--- src/rtl/fifo_burst_reader.sv ---
// fifo_burst_reader: pulls bursts of BURST words from a first-word-fall-through
// FIFO and presents them on a valid/ready stream, marking the final word of each
// burst with m_last and pulsing burst_done when that word is accepted.
// Optional feature: define FIFO_BURST_READER_TIMEOUT_EN to flush a partial
// burst after TOUT idle cycles; without it only full bursts are issued.
module fifo_burst_reader #(
  parameter int DWIDTH = 8,
  parameter int AWIDTH = 4,
  parameter int BURST  = 4,
  parameter int TOUT   = 16
) (
  input  logic              clk,
  input  logic              rst,
  input  logic              fifo_empty,
  input  logic [AWIDTH:0]   fifo_level,
  input  logic [DWIDTH-1:0] fifo_dout,
  output logic              fifo_rden,
  output logic              m_valid,
  input  logic              m_ready,
  output logic [DWIDTH-1:0] m_data,
  output logic              m_last,
  output logic              busy,
  output logic              burst_done
);

  typedef enum logic [1:0] {
    IDLE  = 2'd0,
    XFER  = 2'd1,
    DRAIN = 2'd2
  } state_t;

  localparam logic [AWIDTH:0] BURST_L = (AWIDTH + 1)'(BURST);
  localparam logic [AWIDTH:0] REM_ONE = (AWIDTH + 1)'(1);

  state_t            state_q, state_d;
  logic [AWIDTH:0]   rem_q;
  logic              load_full;
  logic              load_part;

`ifdef FIFO_BURST_READER_TIMEOUT_EN
  localparam int            TW        = (TOUT > 1) ? $clog2(TOUT) : 1;
  localparam logic [TW-1:0] TOUT_LAST = TW'(TOUT - 1);

  logic [TW-1:0] timer_q;
  logic          in_partial;

  assign in_partial = (fifo_level != '0) && (fifo_level < BURST_L);
`endif

  // State register.
  always_ff @(posedge clk) begin
    // NOTE: reset is synchronous, and all sequential state uses non-blocking
    // assignments so every flop samples pre-edge values.
    if (rst) state_q <= IDLE;
    else     state_q <= state_d;
  end

  // Next-state, burst load decisions, pop strobe and completion pulse.
  always_comb begin
    // NOTE: every output of this block gets a default first so no path
    // through the case statement can infer a latch.
    state_d    = state_q;
    load_full  = 1'b0;
    load_part  = 1'b0;
    fifo_rden  = 1'b0;
    burst_done = 1'b0;
    case (state_q)
      IDLE: begin
        if (fifo_level >= BURST_L) begin
          load_full = 1'b1;
          state_d   = XFER;
        end
`ifdef FIFO_BURST_READER_TIMEOUT_EN
        else if (in_partial && (timer_q == TOUT_LAST)) begin
          load_part = 1'b1;
          state_d   = XFER;
        end
`endif
      end
      XFER: begin
        fifo_rden = (rem_q != '0) && !fifo_empty && (!m_valid || m_ready);
        // The pop of the final word moves us on; that word is still held.
        if (fifo_rden && (rem_q == REM_ONE)) state_d = DRAIN;
      end
      DRAIN: begin
        if (m_valid && m_ready && m_last) begin
          burst_done = 1'b1;
          state_d    = IDLE;
        end
      end
      default: state_d = IDLE;
    endcase
    // Combinational strobes must be quiet during the reset cycle itself.
    if (rst) begin
      fifo_rden  = 1'b0;
      burst_done = 1'b0;
    end
  end

  // Words remaining in the current burst; level changes mid-burst are ignored.
  always_ff @(posedge clk) begin
    if (rst)            rem_q <= '0;
    else if (load_full) rem_q <= BURST_L;
    else if (load_part) rem_q <= fifo_level;
    else if (fifo_rden) rem_q <= rem_q - REM_ONE;
  end

`ifdef FIFO_BURST_READER_TIMEOUT_EN
  // Idle timer: counts IDLE cycles spent holding a partial burst.
  always_ff @(posedge clk) begin
    if (rst)
      timer_q <= '0;
    else if ((state_q == IDLE) && in_partial && !load_part)
      timer_q <= timer_q + TW'(1);
    else
      timer_q <= '0;
  end
`endif

  // Output word register: load on pop, clear on acceptance, hold while stalled.
  always_ff @(posedge clk) begin
    if (rst) begin
      m_valid <= 1'b0;
      m_last  <= 1'b0;
      m_data  <= '0;
    end else if (fifo_rden) begin
      m_valid <= 1'b1;
      m_last  <= (rem_q == REM_ONE);
      m_data  <= fifo_dout;
    end else if (m_valid && m_ready) begin
      m_valid <= 1'b0;
      m_last  <= 1'b0;
    end
  end

  assign busy = (state_q != IDLE) && !rst;

endmodule

--- config.mk ---
export PLATFORM = sky130hd
export DESIGN_NAME = fifo_burst_reader
export DESIGN_NICKNAME = d
export VERILOG_FILES = /design/src/rtl/fifo_burst_reader.sv
export SDC_FILE = /design/constraint.sdc
export NUM_CORES = 1
export LEC_CHECK = 0
export ABC_AREA = 1
export CAP_MARGIN = 20
export CORE_ASPECT_RATIO = 0.7
export CORE_MARGIN = 2
export CORE_UTILIZATION = 35
export DETAILED_ROUTE_END_ITERATION = 10
export DONT_BUFFER_PORTS = 1
export PLACE_DENSITY = 0.5
export RECOVER_POWER = 25
export SETUP_SLACK_MARGIN = 0.02
export SLEW_MARGIN = 20
export SYNTH_ARGS = -nofsm -noshare
export SYNTH_HDL_FRONTEND = slang
export SYNTH_SLANG_ARGS = --single-unit
export TNS_END_PERCENT = 1
--- constraint.sdc ---
create_clock -name clk -period 1.8 [get_ports clk]
set_input_delay 0.36 -clock clk [delete_from_list [all_inputs] [get_ports clk]]
set_output_delay 0.36 -clock clk [all_outputs]
set_load 0.03 [all_outputs]
Word level (Yosys, flattened, before mapping)
Index checks and enable logic that the tools add are counted.
{"block": "word_totals", "regBits": 17, "in_bits": 17}
{"block": "op_classes", "add_sub_neg": 1, "magnitude_cmp": 1, "n_eq_ne": 6, "mux": 16, "reduce_logical": 17}
{"op": "$mux 1", "n": 10}
{"op": "$logic_and 1x1->1", "n": 6}
{"op": "$mux 2", "n": 3}
{"op": "$mux 3", "n": 2}
{"op": "$ne 2x2->1 const B", "n": 3}
{"op": "$pmux 2 s3", "n": 1}
{"op": "$reduce_bool 2->1", "n": 3}
{"op": "$eq 5x1->1 const B", "n": 1}
{"op": "$ge 5x3->1 const B", "n": 1}
{"op": "$reduce_bool 5->1", "n": 1}
{"op": "$sub 5x1->5 const B", "n": 1}
{"op": "$logic_not 1->1", "n": 3}
{"op": "$reduce_and 3->1", "n": 1}
{"op": "$eq 2x1->1 const B", "n": 1}
{"op": "$eq 2x2->1 const B", "n": 1}
{"op": "$logic_not 2->1", "n": 1}
{"op": "$reduce_or 2->1", "n": 1}
{"op": "$logic_or 1x1->1", "n": 1}

Logic depth before layout (Yosys ltp)
Gate-level depths: netlist of run 1.
{"block": "depth", "ltp_word": 7, "ltp_mapped": 10, "ltp_nobuf": 10}

Worst setup path before layout of run 1
No wires, ideal clock.
{"block": "synth_timing", "kind": "register -> output", "start": "register m_valid", "end": "output port burst_done", "t_arrival_ps": 1650, "path_slack_ps": -210, "path_stages_with_launch": 3, "n_path_buf": 0, "cell_sequence": "dfxtp_1 > nand3_1 > nor4_1"}
{"block": "synth_via", "elab_chain_len": 5}
{"element": "start, declared", "line_no": "18", "source": "output logic m_valid,"}
{"element": "start signal, assigned", "line_no": "123", "source": "m_valid <= 1'b0;"}
{"element": "start signal, assigned", "line_no": "127", "source": "m_valid <= 1'b1;"}
{"element": "start signal, assigned", "line_no": "131", "source": "m_valid <= 1'b0;"}
{"element": "$logic_and 1x1->1 (2 in series)", "line_no": "86", "source": "if (m_valid && m_ready && m_last) begin"}
{"element": "$mux 1", "line_no": "86"}
{"element": "$mux 1", "line_no": "67", "source": "case (state_q)"}
{"element": "$mux 1", "line_no": "94", "source": "if (rst) begin"}
{"element": "end, declared", "line_no": "23", "source": "output logic burst_done"}
No other way between the ends.

Worst setup path in the final report of run 1
{"block": "layout_timing", "start": "register rem_q[0]", "end": "output port fifo_rden"}
{"block": "layout_via", "elab_chain_len": 5}
{"element": "start, declared", "line_no": "36", "source": "logic [AWIDTH:0] rem_q;"}
{"element": "start signal, assigned", "line_no": "104", "source": "else if (load_part) rem_q <= fifo_level;"}
{"element": "start signal, assigned", "line_no": "105", "source": "else if (fifo_rden) rem_q <= rem_q - REM_ONE;"}
{"element": "$reduce_bool 5->1", "line_no": "81", "source": "fifo_rden = (rem_q != '0) && !fifo_empty && (!m_valid || m_ready);"}
{"element": "$logic_and 1x1->1 (2 in series)", "line_no": "81"}
{"element": "$mux 1", "line_no": "67"}
{"element": "$mux 1", "line_no": "94"}
{"element": "end, declared", "line_no": "17", "source": "output logic fifo_rden,"}
No other way between the ends.

==> results of run 1 <==
repair_timing:
item / 4_1_cts / 5_1_grt
endpoints found under the setup margin: 1 / 1
hold buffers: 0 / 0
resized for setup: 1 / 5
cells in the final DEF (no fill, tap or decap), types with 2 or more instances in the layout:
cell type	synthesis	final
inv_1	7	5
buf_4	1	3
nor2_4	2	2
clkbuf_4	0	3
inv_2	2	4
a21oi_1	6	6
nand3_1	14	14
nor2_1	10	10
xnor2_1	2	2
nand2_1	31	31
ha_1	3	3
nand2_2	5	5
dfxtp_1	17	16
cell families (layout without fill, tap and decap cells):
kind of cell | Yosys count | count (layout) | share of synthesized area
AOI/OAI and AO/OA | 9 | 9 | 0.07392
and+or+nand+nor | 67 | 67 | 0.3710
adders and majority gates | 3 | 3 | 0.04348
buffers and inverters | 14 | 18 | 0.09711
xor gates and xnor gates | 2 | 2 | 0.02029
DFF | 17 | 17 | 0.3942
critical path, stage by stage (launching register included):
cell,delay (ps)
dfxtp_2,340
inv_2,80
ha_1,150
inv_1,40
nor2_1,100
nand2_2,90
nand3_4,120
clkinv_8,110
sequential cells by signal (all words and copies together), names as in the netlist:
signal and count:
m_last 1, state_q 2, rem_q 5, m_valid 1, m_data 8
layout make-up:
class | instances | area (sq um) | area share
tap | 34 | 42.54 | 0.04558
clock buffer | 3 | 22.52 | 0.02413
inverter | 10 | 50.05 | 0.05362
clock inverter | 1 | 5.005 | 0.005362
sequential | 17 | 341.6 | 0.3660
timing repair buffer | 4 | 26.28 | 0.02815
multi-input combinational | 81 | 445.4 | 0.4772
final timing paths:
check | start | to
hold / removal | rst | state_q[1]
setup reg to reg | rem_q[0] | rem_q[2]
hold reg to reg | rem_q[0] | rem_q[0]
setup / recovery | rem_q[0] | fifo_rden
layer usage:
layer,share of wire,track usage,vias to the layer above
met1,0.48,0.1519,297
met2,0.45,0.1768,13
met4,0.0063,0.01304,0
li1,-,-,364
met5,0,0,-
met3,0.059,0.05693,2
per-stage QoR:
step / setup slack (ps) / total power, mW / instance area [sq um] / hold slack, ps / utilization
2_1_floorplan: 123.0 / 0.4898 / 869.6 / 462.7 / -
3_3_place_gp: 356.8 / 0.4945 / 898.4 / 431.1 / 0.3740
3_5_place_dp: 336.5 / 0.4962 / 898.4 / 431.9 / 0.3740
4_1_cts: 20.85 / 0.7045 / 928.4 / 108.1 / 0.3865
5_1_grt: 24.25 / 0.7275 / 933.4 / 101.9 / 0.3885
6_report: 128.8 / 0.6885 / 933.4 / 121.9 / 0.3885
power groups by stage:
stage               Clock [mW]  Combinational, mW  Sequential [mW]
global route             0.228             0.0881            0.411
global placement             0             0.0771            0.417
detailed placement           0             0.0782            0.418
CTS                      0.216             0.0789            0.409
floorplan                    0             0.0725            0.417
finish                   0.202             0.0779            0.409
==> metrics.txt, run 1 <==
R2R Setup Slk=350 ps; Sw Share=0.2770; total CTS buffers=3; min-delay worst type=in2reg; flops & latches, synth=17; leading area contributor after synthesis=dfxtp_1; Overflow after GRT=0; 1st-iter DRT viols=24; Post-Syn Instances=112; DP Wirelength=1210 um; TritonCTS clock tree=built; CTS root buffer=clkbuf_4; CTS H-tree lvls=1; die width=63.36 um; WP data arrival=1310 ps; Post-CTS Setup Inserts=0; fraction of layout cells with a size suffix above 1=0.2155; Unique masters post-synth=24; worst skew pair latency=290 ps; final antenna-violating net count=0; Rel. slew slack=0.6387; top-area cell type share of the netlist area=0.3942; Sum Neg Setup Slack=0 ps; post-synthesis sequential area ratio=0.3942; CP required=1440 ps; R2R depth=11; Final Slew Violations=0; Gate power share=0.113; DRT Pass-1 Iters=4; Post-synth top flop=dfxtp_1; Final Hold Fails=0; max-cap viol count=0; fillers=272; Mapped Area=863.3 sq um; WS Path Type=reg2out; Die Y=45.56 um; Period minus WS final=1671 ps; worst vdd ir=0.3806 mV; clock sinks=17; # rows=15; Area contributors post-synth=dfxtp_1 39%, nand2_1 13%, nand3_1 8.1%, ha_1 4.3%, nor2_1 4.3%; number of setup violations in the final report=0; core box area=2402 sq um; CTS max path bufs=2; outcome=completed; Global Route Usage Sum=0.1153; DR vias=676; PwrDens=737.6 nW/um^2; initial antenna violation count=0; I/O pin count=30; asr flop ratio synth=0; Clk pwr share=0.293; Synth Area per Inst=7.708 sq um; internal power=497.7 uW; maximum fanout along the worst path=13; Clock Pin Slew Worst Setup and Hold Paths=100 ps; Inst Count DP=146; fin nets=137; area delta synth->final=8.116%; wire length of the first global-routing pass=2553 um; hold path depth=1; Via density=4.507; skew final=8.984 ps; Tightest Pin Transition=539.9 ps; Flop pwr share=0.594; DR WL/cell=10.50 um; Post-Layout Cell Count=150; Fmax=598.4 MHz; number of I/O port buffers=0; Mapped Nets=132; Leak Pwr=0.4124 nW; CP Capture Type=output pin; RSZ-0062 raised after global routing=false; ant diodes=0; Yosys warnings=0; # DRC=0; Final Wtd Congestion=0.7630; CP startpoint kind=register; DIE AREA=2886 sq um; final period utilization=0.9284; final WL=1575 um; initial core utilization=0.3594; most frequent cell after synthesis=nand2_1; top post-synthesis cells by count=31 x nand2_1, 17 x dfxtp_1, 14 x nand3_1, 10 x nor2_1, 7 x inv_1; NetSw=190.7 uW; vias in the first global route=563; Post-synth EDFFs=0; largest net degree at the start of global routing=16
Power figures use the tool's default switching activity.
==> inputs of run 2 (changes only) <==
--- a/config.mk
+++ b/config.mk
@@ -21,2 +21,2 @@
 export SYNTH_SLANG_ARGS = --single-unit
-export TNS_END_PERCENT = 1
+export TNS_END_PERCENT = 100
--- a/constraint.sdc
+++ b/constraint.sdc
@@ -3,2 +3,2 @@
 set_output_delay 0.36 -clock clk [all_outputs]
-set_load 0.03 [all_outputs]
+set_load 0.05 [all_outputs]
==> run 2 against run 1 <==
Effect of this change:
- critical path type unchanged
- global-route usage down 0.18 points
- clock skew down 4.1 ps
- combinational power up 10%
- flip-flop and latch count unchanged
- wire length up 2.3%
- critical endpoint unchanged
==> metrics.txt, run 2 (same netlist as run 1, synthesis figures left out) <==
worst vdd ir=0.3269 mV (was 0.3806 mV); fraction of layout cells with a size suffix above 1=0.2521 (was 0.2155); number of I/O port buffers=0 (unchanged); fin nets=140 (was 137); Overflow after GRT=0 (unchanged); DR vias=688 (was 676); CTS max path bufs=2 (unchanged); number of setup violations in the final report=0 (unchanged); # rows=15 (unchanged); Flop pwr share=0.588 (was 0.594); Global Route Usage Sum=0.1135 (was 0.1153); Tightest Pin Transition=634.9 ps (was 539.9 ps); RSZ-0062 raised after global routing=false (unchanged); Final Wtd Congestion=0.7176 (was 0.7630); top flop regs=m_data (8), rem_q (5), state_q (2) (unchanged); CTS H-tree lvls=1 (unchanged); internal power=500.3 uW (was 497.7 uW); Period minus WS final=1680 ps (was 1671 ps); I/O pin count=30 (unchanged); clock sinks=17 (unchanged); final antenna-violating net count=0 (unchanged); final period utilization=0.9331 (was 0.9284); DP Wirelength=1201 um (was 1210 um); Inst Count DP=147 (was 146); initial core utilization=0.3594 (unchanged); max-cap viol count=0 (unchanged); area delta synth->final=12.03% (was 8.116%); Fmax=595.4 MHz (was 598.4 MHz); largest register by flop count=m_data (unchanged); NetSw=209.3 uW (was 190.7 uW); CP startpoint kind=register (unchanged); CP Capture Type=output pin (unchanged); DRT Pass-1 Iters=3 (was 4); ant diodes=0 (unchanged); TritonCTS clock tree=built (unchanged); WS Path Type=reg2out (unchanged); min-delay worst type=in2reg (unchanged); Sw Share=0.2950 (was 0.2770); Gate power share=0.121 (was 0.113); initial antenna violation count=0 (unchanged); Core Util, Final=0.4026 (was 0.3885); largest net degree at the start of global routing=16 (unchanged); maximum fanout along the worst path=7 (was 13); Clk pwr share=0.291 (was 0.293); Clock Pin Slew Worst Setup and Hold Paths=100 ps (about the same); total CTS buffers=3 (unchanged); Post-Place Worst Slack=311.0 ps (was 336.5 ps); CP required=1440 ps (about the same); vias in the first global route=550 (was 563); Post-Layout Cell Count=153 (was 150); max reg flops=8 (unchanged); wire length of the first global-routing pass=2428 um (was 2553 um); Die Y=45.56 um (unchanged); Final Hold Fails=0 (unchanged); Rel. slew slack=0.5768 (was 0.6387); outcome=completed (unchanged); 1st-iter DRT viols=28 (was 24); DIE AREA=2886 sq um (unchanged); die width=63.36 um (unchanged); post-layout worst setup margin=120.4 ps (was 128.8 ps); CTS root buffer=clkbuf_4 (unchanged); # DRC=0 (unchanged); core box area=2402 sq um (unchanged); WP data arrival=1320 ps (was 1310 ps); final WL=1612 um (was 1575 um); Via density=4.497 (was 4.507); skew final=4.843 ps (was 8.984 ps); PwrDens=733.7 nW/um^2 (was 737.6 nW/um^2); Final Slew Violations=0 (unchanged); DR WL/cell=10.54 um (was 10.50 um); PnR Total Power=709.6 uW (was 688.5 uW); commonest non-fill, non-tap cell in the layout=nand2_1 (unchanged); worst skew pair latency=290 ps (about the same); Sum Neg Setup Slack=0 ps (unchanged); Leak Pwr=0.4288 nW (was 0.4124 nW); commonest non-fill, non-tap cells in the layout=31 x nand2_1, 14 x nand3_1, 14 x dfxtp_1, 9 x nor2_1, 6 x a21oi_1 (was 31 x nand2_1, 16 x dfxtp_1, 14 x nand3_1, 10 x nor2_1, 6 x a21oi_1)
## run 2: cell types whose count changed in the layout (fill, tap and decap cells not counted), sizes merged
| cell | change |
|---|---|
| buf | +1 |
| clkbuf | +1 |
| inv | +1 |
## run 2: path summary, 6_finish.rpt
| kind | start | end | slack (ps) | cells past startpoint |
|---|---|---|---|---|
| hold / removal | rst | m_last | 110 | 1 |
| hold reg to reg | rem_q[0] | rem_q[0] | 500 | 2 |
| setup reg to reg | rem_q[0] | rem_q[1] | 360 | 10 |
| setup / recovery | rem_q[0] | fifo_rden | 120 | 7 |
## run 2: layer usage
metal | vias to the layer above | track usage | share of wire
li1 | 369 | - | -
met1 | 302 | 0.1319 | 0.47
met2 | 15 | 0.1789 | 0.44
met3 | 2 | 0.07178 | 0.085
met4 | 0 | 0.02609 | 0.0050
met5 | - | 0 | 0
## run 2: power groups by stage
stage | Sequential, mW | Clock [mW] | Combinational [mW]
2_1_floorplan | 0.427 | 0 | 0.0761
3_3_place_gp | 0.426 | 0 | 0.0832
3_5_place_dp | 0.426 | 0 | 0.0847
4_1_cts | 0.418 | 0.217 | 0.0857
5_1_grt | 0.419 | 0.237 | 0.0959
6_report | 0.417 | 0.206 | 0.0858
## run 2: critical path, stage by stage, from the launching register on
cell      delay [ps]
dfxtp_2          360
inv_2             60
ha_1             180
inv_1             70
nor2_2            40
nand2_2           90
nand3_4          120
clkinv_8         120
## run 2: cell type report
cell class | instances | area (sq um)
fillers | 271 | 1435
inverters | 10 | 50.05
clock inverters | 1 | 5.005
flip-flops and latches | 17 | 344.1
multi-input cells | 81 | 456.7
clock buffers | 3 | 22.52
repair buffers | 6 | 37.54
repair inverters | 1 | 8.758
well taps | 34 | 42.54
## run 2: what timing repair did
| item | 4_1_cts | 5_1_grt |
|---|---|---|
| resized for setup | 2 | 5 |
| buffers inserted | 0 | 1 |
| cloned | 0 | 1 |
| hold buffers | 0 | 0 |
| pin swaps | 0 | 0 |
| setup endpoints to repair | 1 | 1 |
## run 2: stage by stage
| step | area (sq um) | hold slack [ps] |
|---|---|---|
| global route | 967.2 | 91.65 |
| floorplan | 880.8 | 462.7 |
| global placement | 917.1 | 427.1 |
| detailed placement | 917.1 | 426.8 |
| CTS | 949.7 | 99.54 |
| finish | 967.2 | 114.3 |
==> inputs of run 3 (changes only) <==
CTS_BUF_LIST = sky130_fd_sc_hd__clkbuf_4 sky130_fd_sc_hd__clkbuf_8 sky130_fd_sc_hd__clkbuf_16   (was unset)
CTS_CLUSTER_DIAMETER = 120   (was unset)
==> results of run 3 <==
No change in the layout: final DEF, timing and power equal those of run 2.
